## config.mk

```make
export PLATFORM = sky130hd
export DESIGN_NAME = seven_segment_scan
export DESIGN_NICKNAME = d
export VERILOG_FILES = /design/src/rtl/seven_seg_pkg.sv /design/src/rtl/hex_to_seg.sv /design/src/rtl/seven_segment_scan.sv
export SDC_FILE = /design/constraint.sdc
export NUM_CORES = 1
export LEC_CHECK = 0
export CAP_MARGIN = 20
export CORE_ASPECT_RATIO = 2
export CORE_UTILIZATION = 40
export CTS_BUF_LIST = sky130_fd_sc_hd__clkbuf_16
export CTS_CLUSTER_DIAMETER = 50
export DETAILED_ROUTE_END_ITERATION = 10
export PLACE_DENSITY_LB_ADDON = 0.05
export SLEW_MARGIN = 0
export SYNTH_ARGS = -nofsm -noshare
export SYNTH_HDL_FRONTEND = slang
export SYNTH_SLANG_ARGS = --single-unit
export TNS_END_PERCENT = 100
```

## constraint.sdc

```tcl
create_clock -name clk -period 5.36 [get_ports clk]
set_clock_uncertainty 0.1 [all_clocks]
set_input_delay 0.536 -clock clk [delete_from_list [all_inputs] [get_ports clk]]
set_output_delay 0.536 -clock clk [all_outputs]
set_load 0.02 [all_outputs]
```

## src/rtl/seven_seg_pkg.sv

```systemverilog
// Shared constants for the seven-segment display driver.
//   - Segment bit positions inside a 7-bit code {g,f,e,d,c,b,a}.
//   - Active-high segment codes for the 16 hex digits.
package seven_seg_pkg;

    // Bit positions of each segment inside the 7-bit code.
    localparam int SEG_A = 0;
    localparam int SEG_B = 1;
    localparam int SEG_C = 2;
    localparam int SEG_D = 3;
    localparam int SEG_E = 4;
    localparam int SEG_F = 5;
    localparam int SEG_G = 6;

    // Active-high codes, bit order gfedcba.
    localparam logic [6:0] SEG_HEX_0 = 7'b0111111;
    localparam logic [6:0] SEG_HEX_1 = 7'b0000110;
    localparam logic [6:0] SEG_HEX_2 = 7'b1011011;
    localparam logic [6:0] SEG_HEX_3 = 7'b1001111;
    localparam logic [6:0] SEG_HEX_4 = 7'b1100110;
    localparam logic [6:0] SEG_HEX_5 = 7'b1101101;
    localparam logic [6:0] SEG_HEX_6 = 7'b1111101;
    localparam logic [6:0] SEG_HEX_7 = 7'b0000111;
    localparam logic [6:0] SEG_HEX_8 = 7'b1111111;
    localparam logic [6:0] SEG_HEX_9 = 7'b1101111;
    localparam logic [6:0] SEG_HEX_A = 7'b1110111;
    localparam logic [6:0] SEG_HEX_B = 7'b1111100;
    localparam logic [6:0] SEG_HEX_C = 7'b0111001;
    localparam logic [6:0] SEG_HEX_D = 7'b1011110;
    localparam logic [6:0] SEG_HEX_E = 7'b1111001;
    localparam logic [6:0] SEG_HEX_F = 7'b1110001;

endpackage

```

## src/rtl/hex_to_seg.sv

```systemverilog
// Combinational hex nibble to seven-segment decoder.
// Ports:
//   nibble  in  4  hex value 0..F
//   code    out 7  active-high segment code {g,f,e,d,c,b,a}
// Output polarity is applied by the instantiating module.
module hex_to_seg
    import seven_seg_pkg::*;
(
    input  logic [3:0] nibble,
    output logic [6:0] code
);

    always_comb begin
        code = SEG_HEX_0;
        case (nibble)
            4'h0: code = SEG_HEX_0;
            4'h1: code = SEG_HEX_1;
            4'h2: code = SEG_HEX_2;
            4'h3: code = SEG_HEX_3;
            4'h4: code = SEG_HEX_4;
            4'h5: code = SEG_HEX_5;
            4'h6: code = SEG_HEX_6;
            4'h7: code = SEG_HEX_7;
            4'h8: code = SEG_HEX_8;
            4'h9: code = SEG_HEX_9;
            4'hA: code = SEG_HEX_A;
            4'hB: code = SEG_HEX_B;
            4'hC: code = SEG_HEX_C;
            4'hD: code = SEG_HEX_D;
            4'hE: code = SEG_HEX_E;
            4'hF: code = SEG_HEX_F;
            default: code = SEG_HEX_0;
        endcase
    end

endmodule

```

## src/rtl/seven_segment_scan.sv

```systemverilog
// Multiplexed N-digit seven-segment display driver.
// Scans one digit per dwell period, with a dark gap at the start of each
// dwell, hex decode, per-digit decimal point, blanking and blinking.
// New frames arrive on a valid/ready port into a pending buffer and are
// copied to the active frame only when the scan wraps back to digit 0.
// Ports:
//   clk, rst    clock, synchronous active-high reset
//   enable      1 = display on; 0 = all anodes off, scan keeps running
//   load_valid  new frame offered
//   load_ready  pending buffer empty
//   load_data   nibble per digit, digit 0 in bits [3:0]
//   load_dp     decimal point per digit
//   load_blank  1 = digit dark
//   load_blink  1 = digit blinks
//   anode       one-hot digit select (registered, polarity per ACTIVE_LOW)
//   seg         segments {g,f,e,d,c,b,a} (registered)
//   dp          decimal point (registered)
//   frame_done  one-cycle pulse when the scan wraps to digit 0
module seven_segment_scan
    import seven_seg_pkg::*;
#(
    parameter int NUM_DIGITS   = 4,
    parameter int DWELL_CYCLES = 65536,
    parameter int BLANK_CYCLES = 256,
    parameter int BLINK_BITS   = 25,
    parameter int ACTIVE_LOW   = 1
) (
    input  logic                    clk,
    input  logic                    rst,
    input  logic                    enable,
    input  logic                    load_valid,
    output logic                    load_ready,
    input  logic [4*NUM_DIGITS-1:0] load_data,
    input  logic [NUM_DIGITS-1:0]   load_dp,
    input  logic [NUM_DIGITS-1:0]   load_blank,
    input  logic [NUM_DIGITS-1:0]   load_blink,
    output logic [NUM_DIGITS-1:0]   anode,
    output logic [6:0]              seg,
    output logic                    dp,
    output logic                    frame_done
);

    localparam int DW = (DWELL_CYCLES > 1) ? $clog2(DWELL_CYCLES) : 1;
    localparam int IW = (NUM_DIGITS > 1) ? $clog2(NUM_DIGITS) : 1;
    localparam logic [DW-1:0] DWELL_LAST = DW'(DWELL_CYCLES - 1);
    localparam logic [DW-1:0] BLANK_END  = DW'(BLANK_CYCLES);
    localparam logic [IW-1:0] IDX_LAST   = IW'(NUM_DIGITS - 1);

    // XOR masks that turn active-high drive into pin polarity.
    localparam logic                  POL    = (ACTIVE_LOW != 0);
    localparam logic [NUM_DIGITS-1:0] AN_POL = {NUM_DIGITS{POL}};
    localparam logic [6:0]            SG_POL = {7{POL}};

    logic [DW-1:0]           dwell_reg;
    logic [IW-1:0]           idx_reg;
    logic [BLINK_BITS-1:0]   blink_cnt_reg;

    logic [4*NUM_DIGITS-1:0] act_data_reg,  pend_data_reg;
    logic [NUM_DIGITS-1:0]   act_dp_reg,    pend_dp_reg;
    logic [NUM_DIGITS-1:0]   act_blank_reg, pend_blank_reg;
    logic [NUM_DIGITS-1:0]   act_blink_reg, pend_blink_reg;
    logic                    pend_full_reg;

    logic [NUM_DIGITS-1:0]   anode_reg;
    logic [6:0]              seg_reg;
    logic                    dp_reg;
    logic                    frame_done_reg;

    logic                    dwell_wrap;
    logic                    frame_wrap;
    logic                    load_fire;
    logic                    blink_phase;
    logic                    digit_lit;
    logic [3:0]              cur_nibble;
    logic [6:0]              cur_code;
    logic [NUM_DIGITS-1:0]   onehot;
    logic [3:0]              digit_nibble [NUM_DIGITS];

    genvar gi;
    generate
        for (gi = 0; gi < NUM_DIGITS; gi++) begin : g_digit
            assign onehot[gi]       = (idx_reg == IW'(gi));
            assign digit_nibble[gi] = act_data_reg[gi*4 +: 4];
        end
    endgenerate

    assign dwell_wrap  = (dwell_reg == DWELL_LAST);
    assign frame_wrap  = dwell_wrap && (idx_reg == IDX_LAST);
    assign load_fire   = load_valid && !pend_full_reg;
    assign blink_phase = blink_cnt_reg[BLINK_BITS-1];
    assign cur_nibble  = digit_nibble[idx_reg];

    assign digit_lit = enable && (dwell_reg >= BLANK_END)
                       && !act_blank_reg[idx_reg]
                       && !(act_blink_reg[idx_reg] && blink_phase);

    hex_to_seg u_hex_to_seg (
        .nibble (cur_nibble),
        .code   (cur_code)
    );

    always_ff @(posedge clk) begin
        if (rst) begin
            dwell_reg      <= '0;
            idx_reg        <= '0;
            blink_cnt_reg  <= '0;
            act_data_reg   <= '0;
            act_dp_reg     <= '0;
            act_blank_reg  <= '1;
            act_blink_reg  <= '0;
            pend_data_reg  <= '0;
            pend_dp_reg    <= '0;
            pend_blank_reg <= '0;
            pend_blink_reg <= '0;
            pend_full_reg  <= 1'b0;
            anode_reg      <= AN_POL;
            seg_reg        <= SG_POL;
            dp_reg         <= POL;
            frame_done_reg <= 1'b0;
        end else begin
            dwell_reg     <= dwell_wrap ? '0 : dwell_reg + 1'b1;
            blink_cnt_reg <= blink_cnt_reg + 1'b1;
            if (dwell_wrap) begin
                idx_reg <= (idx_reg == IDX_LAST) ? '0 : idx_reg + 1'b1;
            end
            frame_done_reg <= frame_wrap;

            // Commit uses the pending state from before this edge, so a load
            // accepted on the wrap cycle waits for the following wrap.
            if (frame_wrap && pend_full_reg) begin
                act_data_reg  <= pend_data_reg;
                act_dp_reg    <= pend_dp_reg;
                act_blank_reg <= pend_blank_reg;
                act_blink_reg <= pend_blink_reg;
            end
            if (load_fire) begin
                pend_data_reg  <= load_data;
                pend_dp_reg    <= load_dp;
                pend_blank_reg <= load_blank;
                pend_blink_reg <= load_blink;
                pend_full_reg  <= 1'b1;
            end else if (frame_wrap) begin
                pend_full_reg <= 1'b0;
            end

            anode_reg <= (digit_lit ? onehot : '0) ^ AN_POL;
            seg_reg   <= (digit_lit ? cur_code : 7'b0) ^ SG_POL;
            dp_reg    <= (digit_lit && act_dp_reg[idx_reg]) ^ POL;
        end
    end

    assign load_ready = !pend_full_reg;
    assign anode      = anode_reg;
    assign seg        = seg_reg;
    assign dp         = dp_reg;
    assign frame_done = frame_done_reg;

endmodule

```

After elaboration in Yosys (flattened, before gate mapping)
Memories as Yosys holds them, arrays and structs flattened.
Index checks and enable logic that the tools add are counted.
{ "totals": {"reg_bits": 113, "wordCells": 59, "n_memories": 1, "output_inout_bits": 14, "rom_bits": 112} }
{ "op_classes": {"reduce_logical": 14, "n_eq_ne": 4, "n_mux": 14, "n_addsub": 3, "bitwise": 4, "magnitude_cmp": 3} }
{ "mem_list": {"columns": ["memory", "words", "word_bits", "rd", "rd_clocked_by_memory_dff", "wr", "line", "rtl"], "rows": [
  ["(no name shown)", 16, 7, 1, 0, 0, "hex_to_seg.sv:15", "case (nibble)"]
]} }
{ "ops": {"columns": ["cell", "n"], "rows": [
  ["25-bit by 1-bit adder with 25-bit output, second input constant", 1],
  ["16-bit by 1-bit adder with 16-bit output, second input constant", 1],
  ["16-bit equality test, second input constant", 1],
  ["16-bit by 9-bit >= comparator with 1-bit output, second input constant", 1],
  ["4-bit two-way mux", 3],
  ["4-bit binary-select mux with 2-bit select", 1],
  ["1-bit logical AND", 8],
  ["7-bit two-way mux", 1],
  ["7-bit NOT", 1],
  ["1-bit binary-select mux with 2-bit select", 3],
  ["1-bit two-way mux", 5],
  ["2-bit equality test, second input constant", 2],
  ["4-bit NOT", 1],
  ["3-bit >= comparator, second input constant", 1],
  ["1-bit logical NOT", 3],
  ["2-bit by 3-bit less-than comparator with 1-bit output, second input constant", 1],
  ["2-bit NOT with 3-bit output", 1],
  ["2-bit by 1-bit adder with 2-bit output, second input constant", 1],
  ["2-bit by 1-bit equality test with 1-bit output, second input constant", 1],
  ["2-bit logical NOT", 1],
  ["2-bit two-way mux", 1],
  ["2-bit nonzero test", 1],
  ["2-bit OR reduction", 1],
  ["1-bit NOT", 1]
]} }

Longest topological paths before layout
Gate-level depths: netlist of run 1.
{ "depth": {"ltp_word": 7, "depth_mapped": 8, "depth_no_buf": 7} }

Modules after synthesis
A second synthesis of run 1 with hierarchy kept.
{ "hier_totals": {"cells_unflattened": 549, "area_unflattened_um2": 5023.6} }
{ "modules_own_cells": {"columns": ["module", "area_each_um2", "n_inst", "cells_each"], "rows": [
  ["seven_segment_scan", 4740.8, 1, 516],
  ["hex_to_seg", 282.8, 1, 33]
]} }

Least setup slack after synthesis of run 1
No wires, ideal clock.
{ "synth_timing": {"path_kind": "register to register", "startpoint": "register idx_reg[0]", "endpoint": "register seg_reg[3] (netlist: seg[3])", "n_path_buf": 1, "setup_time_ns": 0.117, "path_slack_ns": 3.044, "synth_period_minus_slack_ns": 2.316, "arrival_time_ns": 2.100, "stages_incl_launch_ff": 8, "path_cell_list": "dfxtp_1 buf_4 mux4_2 inv_1 ha_1 inv_1 mux4_2 nand2b_1"} }
{ "synth_via": {"elab_chain_len": 7, "elab_cells_between_ends": 16} }
{ "synth_rtl": {"columns": ["item", "line", "rtl"], "rows": [
  ["start: declaration", "seven_segment_scan.sv:55", "logic [IW-1:0] idx_reg;"],
  ["start signal: assignment", "seven_segment_scan.sv:124", "idx_reg <= (idx_reg == IDX_LAST) ? '0 : idx_reg + 1'b1;"],
  ["2-bit NOT with 3-bit output (not written as such) (tied with other cells)", "seven_segment_scan.sv:91", "assign cur_nibble = digit_nibble[idx_reg];"],
  ["4-bit binary-select mux with 2-bit select (tied with other cells)", "seven_segment_scan.sv:91", null],
  ["4-bit two-way mux (not written as such) (tied with other cells) (2 in series)", "seven_segment_scan.sv:91", null],
  ["memory read 16 x 7 bit / 1-bit logical AND (equally long branches)", null, null],
  ["7-bit two-way mux (*)", "seven_segment_scan.sv:147", "seg_reg <= (digit_lit ? cur_code : 7'b0) ^ SG_POL;"],
  ["7-bit NOT (no line) (*)", null, null],
  ["end signal: assignment", "seven_segment_scan.sv:147", null],
  ["end: declaration", "seven_segment_scan.sv:65", "logic [6:0] seg_reg;"]
]} }
Every way passes the cells marked *; elsewhere a longest branch is shown, timed or not. The select of a mux whose other input is x is not followed.
A chain may end at the register's enable or synchronous reset.

Worst setup path in the final report of run 1
{ "layout_timing": {"startpoint": "register idx_reg[0]", "endpoint": "register seg_reg[0] (netlist: seg[0])"} }
The elaborated chain is that of the path after synthesis.

==> impl_summary.log, run 1 <==
INFO  metric postCtsSetupBuffers = 0
INFO  metric power_leakage = 0.00207 uW
INFO  metric route.detailed.drc = 0
INFO  metric worstHoldPathType = reg2reg
INFO  metric port-buffer-count = 45
INFO  metric cts_num_sinks = ~110
INFO  metric cts_hold_buffers = 0
INFO  metric p_sw = 433 uW
INFO  metric clock_tree.buffer_depth = 2
INFO  metric floorplan.die_area = 12900 um^2
INFO  metric synth_nets = a little under 600
INFO  metric die_x = a little over 80 um
INFO  metric postSynthCellCount = 550
INFO  metric grt_max_degree = 65
INFO  metric report.final.slew_viol_count = 0
INFO  metric pwr_density = roughly 340 nW/um^2
INFO  metric critPathMaxFanout = 15
INFO  metric worst_setup_path_start_kind = flop
INFO  metric finalWorstPathRequiredPeriod = 2.67 ns
INFO  metric cts-buffers-inserted = 17
INFO  metric power.share.switching = roughly a fifth
INFO  metric crit_required = approximately 5.6 ns
INFO  metric largest_register_ff_count = 25
INFO  metric detail-route-antenna-nets = 0
INFO  metric filler_cell_count = 1211
INFO  metric n_antenna_cell = 0
INFO  metric crit_slowest_cell = dfxtp_1
INFO  metric max_slew_margin = approximately 27%
INFO  metric clkTransAtPathRegs = 0.05 ns
INFO  metric finalSetupTns = 0 ns
INFO  metric netlist.area_leader.share = a little under half
INFO  metric yosys.cell_types.count = 43
INFO  metric postSynthRegisterBits = 113
INFO  metric rsz_0062_raised_after_global_routing = no
INFO  metric grt.total_usage = approximately 17%
INFO  metric area.growth.synth_to_final = 21.5%
INFO  metric placementRows = 57
INFO  metric num_io_pins = 46
INFO  metric postCtsResizedCells = 0
INFO  metric grt_pass1_wl = 17.3 mm
INFO  metric insertion_delay = 0.41 ns
INFO  metric finalWirelength = 10.1 mm
INFO  metric sequential_fraction_of_design_power = 42.4%
INFO  metric outcome = completed
INFO  metric routedWlPerCell = 13.6 um
INFO  metric first_global_vias = ~3.7k
INFO  metric synth_area_per_cell = 9.07 um^2
INFO  metric slowest_delay = 0.79 ns
INFO  metric synth_area = 4990 um^2
INFO  metric finalWeightedCongestion = 0.722
INFO  metric crit_share_post_route = roughly half
INFO  metric detailed_place.area = 5470 um^2
INFO  metric sequential_area_share_after_synthesis = 45.4%
INFO  metric place.detailed.hpwl = between 6 and 7 mm
INFO  metric synth_largest_area_cell = dfxtp_1
INFO  metric synth.area.top_cells = dfxtp_1 (45%), mux2i_1 (7.0%), nand2b_1 (6.3%)
INFO  metric final-hold-violation-count = 0
INFO  metric layout.cell_area.non_filler = between 6000 and 7000 um^2
INFO  metric number_of_design_rule_violations_left_by_the_first_detailed_router_iteration = 101
INFO  metric power.ir.vdd_worst = 0.242 mV
INFO  metric htreeDepth = 4
INFO  metric finalSetupViolations = 0
INFO  metric critical_path_class = reg2reg
INFO  metric detailroute.via_count = 3825
INFO  metric drt_pass1_iterations = 4
INFO  metric tritoncts_clock_tree = done
INFO  metric element_type_at_the_critical_path_end = flop
INFO  metric worst-slew-pin-transition = 1.10 ns
INFO  metric grt.overflow.total = 0
INFO  metric antenna_found_initial = 0
INFO  metric nNetsFinal = 629
INFO  metric worst_hold_path.num_cells = 1
INFO  metric synth.yosys.warnings = 0
INFO  metric layout.cells.most_common_list = dfxtp_1 (113), nand2_1 (80), nand2b_1 (50), a21oi_1 (48), clkdlybuf4s50_1 (44)
INFO  metric pwr-share-comb = 4.0%
INFO  metric cts_root_buf = clkbuf_16
INFO  metric mostFrequentLayoutCell = dfxtp_1
INFO  metric core_area = 12100 um^2
INFO  metric max_cap_violations = 0
INFO  metric worst-endpoint-arrival = approximately 2.9 ns
INFO  metric fmax = ~370 MHz
INFO  metric vias_per_cell = approximately 5
INFO  metric initial_cell_density_of_the_core = 41.1%
INFO  metric worstPathCellList = mux4_2, inv_1, ha_1, mux2i_1, and3_1, o41ai_1
INFO  metric power_frac_clock = roughly 54%
INFO  metric final_layout_size_suffix_gt1_share = 7.55%
INFO  metric worst_reg2reg_path_depth = 6
INFO  metric p_int = 1620 uW
INFO  metric chipHeight = 160 um
-- power by group through the flow --
stage,clock [uW],sequential [uW],combinational [uW]
floorplan,0,882,48.6
global placement,0,885,82.0
detailed placement,0,886,82.7
CTS,1120,868,82.8
global route,1160,869,92.1
finish,1100,868,81.7
-- metal layers --
| layer | vias to the layer above | global-route usage, % | routed length (um) |
|---|---|---|---|
| met2 | 68 | 29.7 | 5260 |
| met4 | 0 | 6.90 | 207 |
| met3 | 16 | 4.86 | 288 |
| li1 | 1948 | - | - |
| met5 | - | 0 | 0 |
| met1 | 1793 | 19.7 | 4380 |
-- cells in the mapped netlist (all sizes together) --
| cell | n |
|---|---|
| ha | 13 |
| nor3 | 3 |
| a311oi | 1 |
| and2 | 2 |
| nand3 | 14 |
| nand2 | 80 |
| o211ai | 2 |
| mux2 | 2 |
| nor3b | 1 |
| or4 | 9 |
| nand2b | 50 |
| xnor2 | 13 |
| o21ai | 8 |
| and3 | 3 |
| buf | 10 |
| o221ai | 2 |
| and4b | 1 |
| nor2b | 2 |
| dfxtp | 113 |
| xor2 | 11 |
| a211oi | 1 |
| o41ai | 1 |
| nor4 | 6 |
| nor4b | 2 |
| mux2i | 36 |
| or3 | 9 |
| nor2 | 38 |
| or2 | 2 |
| nand4 | 10 |
| inv | 15 |
| and4 | 4 |
| a21oi | 48 |
| o31ai | 8 |
| mux4 | 6 |
| o21bai | 1 |
| clkbuf | 23 |
-- layout make-up --
class / count / area, um^2 / share of cell area (%)
clock inverter: 14 / 148 / 2.44
inverter: 15 / 56.3 / 0.930
timing repair buffer: 48 / 472 / 7.79
multi-input combinational: 389 / 2510 / 41.4
tap: 147 / 184 / 3.04
sequential: 113 / 2260 / 37.3
clock buffer: 17 / 425 / 7.02
-- critical path, delay by kind of cell, from the launching register on --
family / cells / cell delay, ns
buffers and inverters: 1 / 0.14
and+or+nand+nor: 1 / 0.18
muxes: 2 / 0.78
adders and majority gates: 1 / 0.28
DFF: 1 / 0.79
AOI/OAI and AO/OA: 1 / 0.29
-- cell families after synthesis --
kind of cell | count (synthesis) | synth area share (%)
compound gates | 72 | 8.13
xor+xnor | 24 | 4.22
fa+ha+maj | 13 | 3.26
buf+inv | 48 | 4.34
flops | 113 | 45.4
mux | 44 | 10.5
simple gates | 236 | 24.2
-- per-stage QoR --
step                      util [%]  hold slack, ns  worst slack, ns  total power [uW]  cells
final                         50.0           0.339             2.69              2050    743
after CTS                     49.9           0.347             2.66              2070    742
after global routing          50.0           0.372             2.44              2120    743
after global placement        45.1           0.323             2.72               967    711
after floorplan                  -           0.313             3.04               931    550
after detailed placement      45.1           0.339             2.69               968    711
-- final timing paths --
check	endpoint	start	slack (ns)
hold / removal	blink_cnt_reg[0]$_SDFF_PP0_	blink_cnt_reg[0]$_SDFF_PP0_	0.34
setup reg to reg	seg[0]$_SDFF_PP1_	idx_reg[0]$_SDFFE_PP0N_	2.69
hold reg to reg	blink_cnt_reg[0]$_SDFF_PP0_	blink_cnt_reg[0]$_SDFF_PP0_	0.34
setup / recovery	seg[0]$_SDFF_PP1_	idx_reg[0]$_SDFFE_PP0N_	2.69
(Power assumes the default switching activity.)
==> run 2: changes to the inputs <==
==> constraint.sdc (replaced) <==
create_clock -name clk -period 2.8 [get_ports clk]
set_clock_uncertainty 0.1 [all_clocks]
set_input_delay 0.28 -clock clk [delete_from_list [all_inputs] [get_ports clk]]
set_output_delay 0.28 -clock clk [all_outputs]
set_load 0.02 [all_outputs]
==> impl_summary.log, run 2 (synthesized netlist as in run 1, its figures left out) <==
INFO  metric finalSetupTns = 0 ns
INFO  metric grt.total_usage = 16.9%
INFO  metric post_layout_nonfiller_instances = 749
INFO  metric path_buf_inv = 1
INFO  metric initial_cell_density_of_the_core = 41.1%
INFO  metric num_io_pins = 46
INFO  metric detailroute.via_count = between 3k and 4k
INFO  metric grt_pass1_wl = about 17 mm
INFO  metric final-hold-violation-count = 0
INFO  metric first_global_vias = 3698
INFO  metric place.detailed.hpwl = 7.04 mm
INFO  metric hold_crit_endpoint = dwell_reg[8]$_SDFF_PP0_
INFO  metric worst-endpoint-arrival = 2.45 ns
INFO  metric vias_per_cell = ~5.0
INFO  metric number_of_design_rule_violations_left_by_the_first_detailed_router_iteration = 107
INFO  metric route.detailed.drc = 0
INFO  metric critical_path.reg2reg.startpoint = dwell_reg[0]$_SDFF_PP0_
INFO  metric post-layout-total-power = 3920 uW
INFO  metric fmax = 448 MHz
INFO  metric worst_setup_path_start_kind = flop
INFO  metric chipHeight = 160 um
INFO  metric worst_reg2reg_path_depth = 6
INFO  metric worst_hold_margin = approximately 0.27 ns
INFO  metric outcome = completed
INFO  metric core_area = 12100 um^2
INFO  metric critical_path_class = reg2reg
INFO  metric power.ir.vdd_worst = roughly 0.44 mV
INFO  metric floorplan.die_area = 12900 um^2
INFO  metric htreeDepth = 4
INFO  metric worstHoldPathType = in2reg
INFO  metric clkTransAtPathRegs = around 0.05 ns
INFO  metric cts_hold_buffers = 0
INFO  metric report.final.slew_viol_count = 0
INFO  metric cts_root_buf = clkbuf_16
INFO  metric die_x = 80.9 um
INFO  metric n_antenna_cell = 0
INFO  metric placementRows = 57
INFO  metric finalSetupViolations = 0
INFO  metric timing.hold.worst.start = rst
INFO  metric drt_pass1_iterations = 4
INFO  metric cp_top_family = simple AND/OR/NAND/NOR gates
INFO  metric crit_required = 3.02 ns
INFO  metric worst-slew-pin-transition = 0.602 ns
INFO  metric largest_register_ff_count = 25
INFO  metric pwr_density = 641 nW/um^2
INFO  metric postCtsSetupBuffers = 0
INFO  metric crit_share_post_route = 79.7%
INFO  metric layout.cells.most_common_list = dfxtp_1 (113), nand2_1 (80), nand2b_1 (50), a21oi_1 (48), clkdlybuf4s50_1 (44)
INFO  metric rrSetupSlack = 0.57 ns
INFO  metric worstPathCellList = ha_1, nand3_2, or3_1, nor3_4, buf_12, mux2i_1
INFO  metric power_leakage = 0.00209 uW
INFO  metric antenna_found_initial = 0
INFO  metric mostFrequentLayoutCell = dfxtp_1
INFO  metric area.growth.synth_to_final = 22.4%
INFO  metric clock_tree.buffer_depth = 2
INFO  metric grt.overflow.total = 0
INFO  metric cts_num_sinks = 113
INFO  metric element_type_at_the_critical_path_end = flop
INFO  metric port-buffer-count = 45
INFO  metric utilization = around half
INFO  metric rsz_0062_raised_after_global_routing = no
INFO  metric placed_cell_count = 717
INFO  metric nNetsFinal = 634
INFO  metric finalWorstPathRequiredPeriod = 2.23 ns
INFO  metric finalWirelength = between 10 and 15 mm
INFO  metric grt_max_degree = between 50 and 60
INFO  metric insertion_delay = around 0.4 ns
INFO  metric detail-route-antenna-nets = 0
INFO  metric tritoncts_clock_tree = done
INFO  metric finalWeightedCongestion = ~0.78
INFO  metric crit-reg2reg-capture = act_data_reg[2]$_SDFFE_PP0P_
INFO  metric max_slew_margin = 59.8%
INFO  metric slowest_delay = 0.55 ns
INFO  metric critPathMaxFanout = 29
INFO  metric crit_slowest_cell = or3_1
INFO  metric routedWlPerCell = around 13 um
INFO  metric postCtsResizedCells = 0
INFO  metric cts-buffers-inserted = 17
INFO  metric final_layout_size_suffix_gt1_share = 7.97%
INFO  metric max_cap_violations = 0
INFO  metric worst_hold_path.num_cells = 2
[run 2: changes by cell type in the layout (fill, tap and decap cells not counted), sizes merged]
cell	delta
buf	+5
clkinv	+1
[run 2: how the worst max path moves through the flow]
stage | start | to | slack, ns | cells after the start
2_1_floorplan | idx_reg[0]$_SDFFE_PP0N_ | seg[3]$_SDFF_PP1_ | 0.48 | 7
3_3_place_gp | idx_reg[0]$_SDFFE_PP0N_ | seg[0]$_SDFF_PP1_ | 0.58 | 6
3_5_place_dp | dwell_reg[0]$_SDFF_PP0_ | act_data_reg[6]$_SDFFE_PP0P_ | 0.55 | 6
4_1_cts | dwell_reg[0]$_SDFF_PP0_ | act_data_reg[2]$_SDFFE_PP0P_ | 0.53 | 6
5_1_grt | idx_reg[0]$_SDFFE_PP0N_ | seg[0]$_SDFF_PP1_ | 0.39 | 6
6_report | dwell_reg[0]$_SDFF_PP0_ | act_data_reg[2]$_SDFFE_PP0P_ | 0.57 | 6
[run 2: worst register-to-register path, cell delays in order (launching register included)]
cell and delay, ns:
dfxtp_1 0.39, ha_1 0.22, nand3_2 0.16, or3_1 0.55, nor3_4 0.26, buf_12 0.25, mux2i_1 0.22
[run 2: power breakdown]
part / total [uW] / internal (uW) / switching, uW
sequential: 1660 / 1640 / 19.6
clock: 2100 / 1370 / 724
combinational: 159 / 81.2 / 78.2
total: 3920 / 3090 / 822
[run 2: final cells by class]
cell class / count / area (um^2)
tap: 147 / 184
clock inverter: 15 / 149
clock buffer: 17 / 425
inverter: 15 / 56.3
sequential: 113 / 2260
fill: 1188 / 6020
multi-input combinational: 389 / 2510
timing repair buffer: 53 / 518
[run 2: through the flow]
step,instance area [um^2],setup slack [ns]
finish,6100,0.570
global route,6100,0.394
CTS,6100,0.525
detailed placement,5530,0.547
global placement,5530,0.580
floorplan,4990,0.484
[run 2: metal layers]
layer / vias up / global-route usage (%) / routed length [um]
met2: 46 / 30.0 / 5320
met4: 0 / 5.84 / 123
met3: 9 / 4.86 / 284
li1: 1947 / - / -
met1: 1750 / 18.4 / 4300
met5: - / 0 / 0
==> run 3: changes to the inputs <==
==> constraint.sdc (replaced) <==
create_clock -name clk -period 2.2 [get_ports clk]
set_clock_uncertainty 0.1 [all_clocks]
set_input_delay 0.22 -clock clk [delete_from_list [all_inputs] [get_ports clk]]
set_output_delay 0.22 -clock clk [all_outputs]
set_load 0.02 [all_outputs]
==> impl_summary.log, run 3 (synthesized netlist as in run 1, its figures left out) <==
INFO  metric outcome = completed
INFO  metric core_area = 12100 um^2
INFO  metric post-layout-total-power = 5040 uW
INFO  metric insertion_delay = 0.41 ns
INFO  metric place.detailed.hpwl = 7.39 mm
INFO  metric layout.cells.most_common_list = dfxtp_1 (112), nand2_1 (80), nand2b_1 (50), a21oi_1 (48), clkdlybuf4s50_1 (44)
INFO  metric cts_num_sinks = 113
INFO  metric rrSetupSlack = 0.10 ns
INFO  metric n_antenna_cell = 0
INFO  metric finalWirelength = around 10 mm
INFO  metric crit_slowest_cell = mux4_2
INFO  metric route.detailed.drc = 0
INFO  metric clock_tree.buffer_depth = 2
INFO  metric hold_crit_endpoint = pend_data_reg[1]$_SDFFE_PP0P_
INFO  metric crit_required = around 2.4 ns
INFO  metric timing.hold.worst.start = load_data[1]
INFO  metric report.final.slew_viol_count = 0
INFO  metric rsz_0062_raised_after_global_routing = no
INFO  metric number_of_design_rule_violations_left_by_the_first_detailed_router_iteration = 150
INFO  metric filler_cell_count = ~1.2k
INFO  metric die_x = 80.9 um
INFO  metric antenna_found_initial = 0
INFO  metric cp_top_family = multiplexers
INFO  metric slowest_delay = 0.57 ns
INFO  metric max_cap_violations = 0
INFO  metric pwr_density = between 800 and 900 nW/um^2
INFO  metric finalWeightedCongestion = 0.822
INFO  metric nNetsFinal = 650
INFO  metric num_io_pins = 46
INFO  metric grt.overflow.total = 0
INFO  metric element_type_at_the_critical_path_end = flop
INFO  metric detail-route-antenna-nets = 0
INFO  metric detailed_place.area = approximately 5600 um^2
INFO  metric chipHeight = 160 um
INFO  metric routedWlPerCell = 13.6 um
INFO  metric area.growth.synth_to_final = 25.3%
INFO  metric clkTransAtPathRegs = 0.05 ns
INFO  metric grt_max_degree = 72
INFO  metric vias_per_cell = 5.01
INFO  metric critPathMaxFanout = 6
INFO  metric worst_setup_path_start_kind = flop
INFO  metric worst_hold_path.num_cells = 3
INFO  metric finalSetupViolations = 0
INFO  metric crit-reg2reg-capture = seg[0]$_SDFF_PP1_
INFO  metric grt.total_usage = 17.5%
INFO  metric placementRows = 57
INFO  metric worst_reg2reg_path_depth = 6
INFO  metric mostFrequentLayoutCell = dfxtp_1
INFO  metric max_slew_margin = between 60 and 70%
INFO  metric floorplan.die_area = roughly 13000 um^2
INFO  metric final_layout_size_suffix_gt1_share = between 10% and 20%
INFO  metric first_global_vias = 3799
INFO  metric critical_path_class = reg2reg
INFO  metric htreeDepth = 4
INFO  metric drt_pass1_iterations = 5
INFO  metric power_leakage = 0.00217 uW
INFO  metric cts_root_buf = clkbuf_16
INFO  metric cts_hold_buffers = 0
INFO  metric tritoncts_clock_tree = done
INFO  metric finalSetupTns = 0 ns
INFO  metric cts-buffers-inserted = 17
INFO  metric critical_path.reg2reg.startpoint = idx_reg[0]$_SDFFE_PP0N_
INFO  metric fmax = 477 MHz
INFO  metric port-buffer-count = 45
INFO  metric finalWorstPathRequiredPeriod = 2.10 ns
INFO  metric crit_share_post_route = 95.4%
INFO  metric layout.cell_area.non_filler = 6250 um^2
INFO  metric largest_register_ff_count = 25
INFO  metric grt_pass1_wl = 17.4 mm
INFO  metric detailroute.via_count = roughly 3.8k
INFO  metric worstPathCellList = mux4_2, inv_1, ha_1, mux2i_1, and3_1, o41ai_1
INFO  metric final-hold-violation-count = 0
INFO  metric worst-slew-pin-transition = 0.598 ns
INFO  metric worst-endpoint-arrival = 2.29 ns
INFO  metric power.ir.vdd_worst = 0.563 mV
INFO  metric worstHoldPathType = in2reg
INFO  metric path_buf_inv = 1
INFO  metric initial_cell_density_of_the_core = 41.1%
## run 3: cell types whose count changed in the layout (fill, tap and decap cells not counted), sizes merged
cell | previous run | this run
clkinv | 10 | 8
clkinvlp | 2 | 4
buf | 9 | 25
## run 3: power breakdown
group / switching [uW] / total (uW) / internal [uW]
clock: 954 / 2720 / 1770
combinational: 103 / 213 / 110
sequential: 23.0 / 2110 / 2090
## run 3: layout make-up
class | instances | area, um^2 | area share (%)
timing repair buffer | 69 | 638 | 10.2
tap | 147 | 184 | 2.94
sequential | 113 | 2260 | 36.2
clock buffer | 17 | 425 | 6.81
clock inverter | 15 | 169 | 2.70
multi-input combinational | 389 | 2510 | 40.2
inverter | 15 | 56.3 | 0.901
## run 3: worst max path at each step
stage | slack [ns] | from | to | depth (start not counted)
2_1_floorplan | 0.007 | idx_reg[0]$_SDFFE_PP0N_ | seg[3]$_SDFF_PP1_ | 7
3_3_place_gp | 0.15 | idx_reg[0]$_SDFFE_PP0N_ | seg[0]$_SDFF_PP1_ | 6
3_5_place_dp | 0.05 | idx_reg[0]$_SDFFE_PP0N_ | seg[0]$_SDFF_PP1_ | 6
4_1_cts | 0.02 | idx_reg[0]$_SDFFE_PP0N_ | seg[0]$_SDFF_PP1_ | 6
5_1_grt | 0.008 | idx_reg[0]$_SDFFE_PP0N_ | seg[3]$_SDFF_PP1_ | 6
6_report | 0.10 | idx_reg[0]$_SDFFE_PP0N_ | seg[0]$_SDFF_PP1_ | 6
## run 3: timing repair
item                                    in CTS  in global routing
gates resized for setup                      0                  1
setup buffers                                0                  1
endpoints found under the setup margin       0                  1
endpoints found under the hold margin        0                  0
## run 3: through the flow
step,util (%),setup slack [ns],cells,hold WS (ns)
after floorplan,-,0.00660,550,0.256
after global placement,46.6,0.147,732,0.327
after detailed placement,46.6,0.0528,732,0.337
after CTS,51.5,0.0228,764,0.249
after global routing,51.5,0.00806,765,0.264
final,51.5,0.102,765,0.262
## run 3: metal layers
layer / vias to the layer above / track usage [%] / share of wire, %
li1: 1984 / - / -
met4: 0 / 8.12 / 1.7
met1: 1774 / 18.8 / 42
met2: 58 / 31.0 / 54
met5: - / 0 / 0
met3: 15 / 4.29 / 2.3
## run 3: tightest hold or removal path, cell delays in order
cell and delay [ns]:
clkdlybuf4s50_1 0.39, nand2_1 0.06, a21oi_1 0.05
